## src/rtl/maxpool_2x2.sv

```systemverilog
// 2x2 stride-2 max pooling over a raster stream of NUM_CH parallel channels, optional ReLU.
// Result registered one cycle after the accepting edge; valid-only, no backpressure.
module maxpool_2x2 #(
    parameter int IN_W   = 28,
    parameter int IN_H   = 28,
    parameter int NUM_CH = 6,
    parameter int DW     = 16,
    parameter int RELU   = 1
) (
    input  logic                 i_clk,
    input  logic                 i_rst,
    input  logic                 i_feature_valid,
    input  logic signed [DW-1:0] i_features [0:NUM_CH-1],
    input  logic                 i_last_feature,
    output logic                 o_feature_valid,
    output logic signed [DW-1:0] o_features [0:NUM_CH-1],
    output logic                 o_last_feature,
    output logic                 o_frame_err
);
    localparam int CW = $clog2(IN_W);
    localparam int RW = $clog2(IN_H);

    typedef enum logic {ROW_EVEN = 1'b0, ROW_ODD = 1'b1} state_t;

    state_t               state_q, state_d;
    logic [CW-1:0]        col_q, col_d;
    logic [RW-1:0]        row_q, row_d;
    logic [CW-2:0]        pair_idx;
    logic signed [DW-1:0] hold_q   [0:NUM_CH-1];
    logic signed [DW-1:0] rowbuf_q [0:IN_W/2-1][0:NUM_CH-1];
    logic signed [DW-1:0] hmax     [0:NUM_CH-1];
    logic signed [DW-1:0] pooled   [0:NUM_CH-1];
    logic                 col_wrap, row_wrap, at_final;
    logic                 early_last, pair_vld, emit;

    function automatic logic signed [DW-1:0] smax(input logic signed [DW-1:0] a,
                                                   input logic signed [DW-1:0] b);
        return (a >= b) ? a : b;
    endfunction

    always_comb begin
        pair_idx   = col_q[CW-1:1];
        col_wrap   = (col_q == CW'(IN_W - 1));
        row_wrap   = (row_q == RW'(IN_H - 1));
        at_final   = col_wrap && row_wrap;
        early_last = i_feature_valid && i_last_feature && !at_final;
        pair_vld   = i_feature_valid && col_q[0] && !early_last;
        emit       = pair_vld && (state_q == ROW_ODD);

        col_d = col_q;
        row_d = row_q;
        if (i_feature_valid) begin
            if (i_last_feature) begin
                col_d = '0;
                row_d = '0;
            end else if (col_wrap) begin
                col_d = '0;
                row_d = row_wrap ? '0 : row_q + 1'b1;
            end else begin
                col_d = col_q + 1'b1;
            end
        end
        // Row parity is the FSM: it only moves on column wrap or a frame-ending sample.
        state_d = row_d[0] ? ROW_ODD : ROW_EVEN;

        for (int ch = 0; ch < NUM_CH; ch++) begin
            hmax[ch]   = smax(hold_q[ch], i_features[ch]);
            pooled[ch] = smax(rowbuf_q[pair_idx][ch], hmax[ch]);
            if (RELU != 0 && pooled[ch] < 0) begin
                pooled[ch] = '0;
            end
        end
    end

    always_ff @(posedge i_clk or posedge i_rst) begin
        if (i_rst) begin
            state_q         <= ROW_EVEN;
            col_q           <= '0;
            row_q           <= '0;
            o_feature_valid <= 1'b0;
            o_last_feature  <= 1'b0;
            o_frame_err     <= 1'b0;
            for (int ch = 0; ch < NUM_CH; ch++) begin
                hold_q[ch]     <= '0;
                o_features[ch] <= '0;
            end
        end else begin
            state_q         <= state_d;
            col_q           <= col_d;
            row_q           <= row_d;
            o_feature_valid <= emit;
            o_last_feature  <= emit && at_final;
            o_frame_err     <= early_last;
            for (int ch = 0; ch < NUM_CH; ch++) begin
                if (i_feature_valid && !col_q[0] && !early_last) begin
                    hold_q[ch] <= i_features[ch];
                end
                if (emit) begin
                    o_features[ch] <= pooled[ch];
                end
            end
        end
    end

    // Every entry is rewritten in an even row before the odd row reads it, so no reset.
    always_ff @(posedge i_clk) begin
        if (pair_vld && (state_q == ROW_EVEN)) begin
            for (int ch = 0; ch < NUM_CH; ch++) begin
                rowbuf_q[pair_idx][ch] <= hmax[ch];
            end
        end
    end

endmodule

```

## config.mk

```make
export PLATFORM = sky130hd
export DESIGN_NAME = maxpool_2x2
export DESIGN_NICKNAME = d
export VERILOG_FILES = /design/src/rtl/maxpool_2x2.sv
export SDC_FILE = /design/constraint.sdc
export NUM_CORES = 2
export LEC_CHECK = 0
export CORE_MARGIN = 3
export CORE_UTILIZATION = 64
export CTS_BUF_LIST = sky130_fd_sc_hd__clkbuf_4 sky130_fd_sc_hd__clkbuf_8
export DETAILED_ROUTE_END_ITERATION = 6
export PLACE_DENSITY = 0.83
export SLEW_MARGIN = 20
export SYNTH_ARGS = -nofsm -noshare
export SYNTH_HDL_FRONTEND = slang
export SYNTH_SLANG_ARGS = --single-unit
```

## constraint.sdc

```tcl
create_clock -name i_clk -period 11 [get_ports i_clk]
set_input_delay 2.2 -clock i_clk [delete_from_list [all_inputs] [get_ports i_clk]]
set_output_delay 2.2 -clock i_clk [all_outputs]
set_load 0.02 [all_outputs]
```

==> flow_metrics.py <==
metrics = {
    "status": {
        "status": "complete, but fails checks",
        "violations": "DRC",
    },
    "clocking": {
        "post_cts_buffers": 0,
        "cts-root-buf": "clkbuf_8",
        "cts_buffers": 228,
        "h-tree-depth": 4,
        "clock_path_buffers": 3,
        "cts_tree": "done",
        "cts_resized": 0,
        "clk_latency_ps": 910,
        "numClockSinks": 1543,
        "hold_buffers": 0,
        "clk_pin_slew_ps": 60,
    },
    "power": {
        "powerDensity_nw_per_um2": 202.9,
        "leakage_nw": 26.54,
        "vdd_ir_drop_max_mv": 0.1403,
        "finalPower_mw": 15.10,
    },
    "layout": {
        "regArea_um2": 45350,
        "mostFrequentLayoutCells": "1,344 x edfxtp_1, 350 x mux4_2, 256 x nand2_1, 242 x clkbuf_8, 220 x inv_1",
        "multi_input_comb_area_um2": 19200,
        "final_common_cell": "edfxtp_1",
        "fin_nets": 4497,
        "area_growth_pct": 12.64,
        "n_fill_cell": 5963,
        "drive_above_1_share_pct": 21.11,
    },
    "critical_path": {
        "crit_path_end": "o_features[65]",
        "worstSetupPathType": "in -> reg",
        "rrSetupSlack_ps": 4440,
        "cp_data_arrival_time_ps": 8850,
        "startpoint_type": "primary input",
        "cp.required_ps": 11820,
        "r2r_cells": 15,
        "r2r-start": "hold_q[71]",
        "r2r_end": "o_features[65]",
        "crit_fanout": 31,
        "endpoint_kind": "register",
        "crit_start": "i_features[71]",
    },
    "global_routing": {
        "antenna_found_initial": 3,
        "grt_pass1_vias": 37700,
        "grt_pass1_wl_mm": 229.4,
        "grt_overflow_total": 0,
        "grt_max_degree": 139,
        "grt_util_all_layers_pct": 28.53,
    },
    "min_path": {
        "holdCritPathClass": "reg -> reg",
    },
    "sta": {
        "setup_violations": 0,
        "finClkSkew_ps": 34.68,
        "final.setup.tns_ps": 0,
        "finalHoldViolCount": 0,
        "post-route-min-period_ps": 8035,
        "worstMarginPinSlew_ps": 1156,
        "finalCritPeriodShare_pct": 73.05,
        "finalMaxSlewViolations": 0,
        "holdWs_ps": 508.4,
        "max_freq_ghz": 0.1245,
        "rsz0062_at_grt": "false",
        "relSlewSlack_pct": 22.90,
    },
    "logic_synthesis": {
        "synthCells": 3909,
        "synth_top_family_by_area": "multiplexers",
        "yosys-mux-area-fraction_pct": 15.33,
        "async_flop_share_pct": 12.90,
        "synth.yosys.seq_area_share_pct": 68.60,
        "synth_edf_count": 1344,
        "synth_cell_types": 70,
        "synth_compound_area_share_pct": 5.483,
        "synth_warnings": 0,
        "ys.flop_type": "edfxtp_1",
        "avgSynthCellArea_um2": 16.91,
        "synth-adder-area-share_pct": 3.654,
        "yosys_register_bits": 1543,
        "yosys.area_share.simple_pct": 4.328,
        "synth-xor-area-share_pct": 0,
        "syn_area_um2": 66090,
    },
    "die": {
        "die_h_um": 327.3,
        "dieArea_um2": 107200,
        "core_area_um2": 102200,
        "row_count": 117,
        "die_w_um": 327.3,
        "initial_core_util_pct": 64.68,
        "num_io_pins": 199,
    },
    "placement": {
        "dp_hpwl_mm": 85.69,
        "gp_congestion": 0.8721,
        "port_buffers": 192,
    },
    "route": {
        "ant_nets": 0,
        "drt-total-wl_mm": 150.2,
        "drt_iter0_drc": 4058,
        "vias_per_cell": 6.454,
        "drc": 1,
        "drtPass1Iterations": 7,
        "vias": 37290,
        "wl_per_cell_um": 26.00,
    },
    "run": {
        "max-cap-violations": 0,
    },
}
-- registers in the layout, indices dropped and copies added (netlist names) --
name and count:
rowbuf_q 1344, hold_q 96, o_features 90, col_q 5, row_q 5, o_feature_valid 1, o_frame_err 1, o_last_feature 1
-- layer usage --
metal  vias to the layer above  share of wire [%]  GRT usage, %
met2                      1947                 50         46.14
met3                       265                8.8         5.071
met5                         -                  0             0
li1                      15970                  -             -
met4                         0                2.2         8.895
met1                     19110                 39         40.46
-- cell families after synthesis --
logic type / Yosys count
AO/OA/AOI/OAI: 572
adder cells (fa/ha/maj): 193
buffers and inverters: 423
flip-flops: 1543
multiplexers: 565
other: 1
AND/OR/NAND/NOR: 612
-- final cells by class --
class / count / area share (%)
Clock buffer: 327 / 5.332
Timing Repair Buffer: 260 / 3.378
Antenna cell: 4 / 0.01345
Inverter: 223 / 1.136
Multi-Input combinational cell: 1948 / 25.79
Tap cell: 1368 / 2.299
Sequential cell: 1543 / 60.93
Clock inverter: 105 / 1.126
-- power by group --
part	total [mW]	switching, mW	internal [mW]	leakage, nW
logic	3.06	1.84	1.22	9.30
registers	7.27	0.218	7.05	14.7
clock network	4.77	2.19	2.58	2.57
total	15.1	4.25	10.9	26.5
-- cells in the mapped netlist (23+ instances only) --
cell type,instances,area share [%]
a21o_1,61,0.69
a21oi_1,171,1.3
a22o_1,31,0.41
buf_2,43,0.33
clkbuf_1,118,0.67
dfrtp_1,199,7.5
edfxtp_1,1344,61
ha_1,193,3.7
inv_1,222,1.3
mux2_2,72,1.2
mux2i_1,142,2.2
mux4_2,350,12
nand2_1,256,1.5
nand2b_1,23,0.22
nand3_1,57,0.43
nand4_1,33,0.31
nor2_1,114,0.65
nor2b_1,44,0.42
o21a_1,23,0.26
o21ai_0,175,1.3
-- critical path, stage by stage --
cell and delay [ps]:
clkdlybuf4s50_1 490, inv_1 60, ha_1 320, a2111o_1 440
a2111oi_0 360, o21ai_0 300, a21oi_2 940, mux2i_1 320
ha_1 450, nand4_1 150, nor3_1 310, o21ai_0 200
and3_1 230, o21ai_2 820, nor2_1 170, a211oi_2 820
a22o_1 250
-- metrics by stage --
step	area (um2)	utilization, %	setup slack [ps]	std cells
6_report	74440	72.85	2965	5778
5_1_grt	74440	72.85	2666	5777
4_1_cts	74410	72.82	3252	5773
3_5_place_dp	69600	68.11	2285	5341
3_3_place_gp	69570	68.08	2476	5340
2_1_floorplan	66110	-	868.6	3914
-- worst min-delay path by stage --
stage / cells after the start / slack, ps / startpoint / to
finish: 2 / 510 / o_features[43] / o_features[43]
global route: 1 / 530 / o_features[48] / o_features[48]
CTS: 2 / 510 / o_features[43] / o_features[43]
detailed placement: 1 / 490 / o_features[61] / o_features[61]
global placement: 1 / 490 / hold_q[0] / hold_q[0]
floorplan: 2 / 470 / hold_q[65] / hold_q[65]
Power figures use the tool's default switching activity.
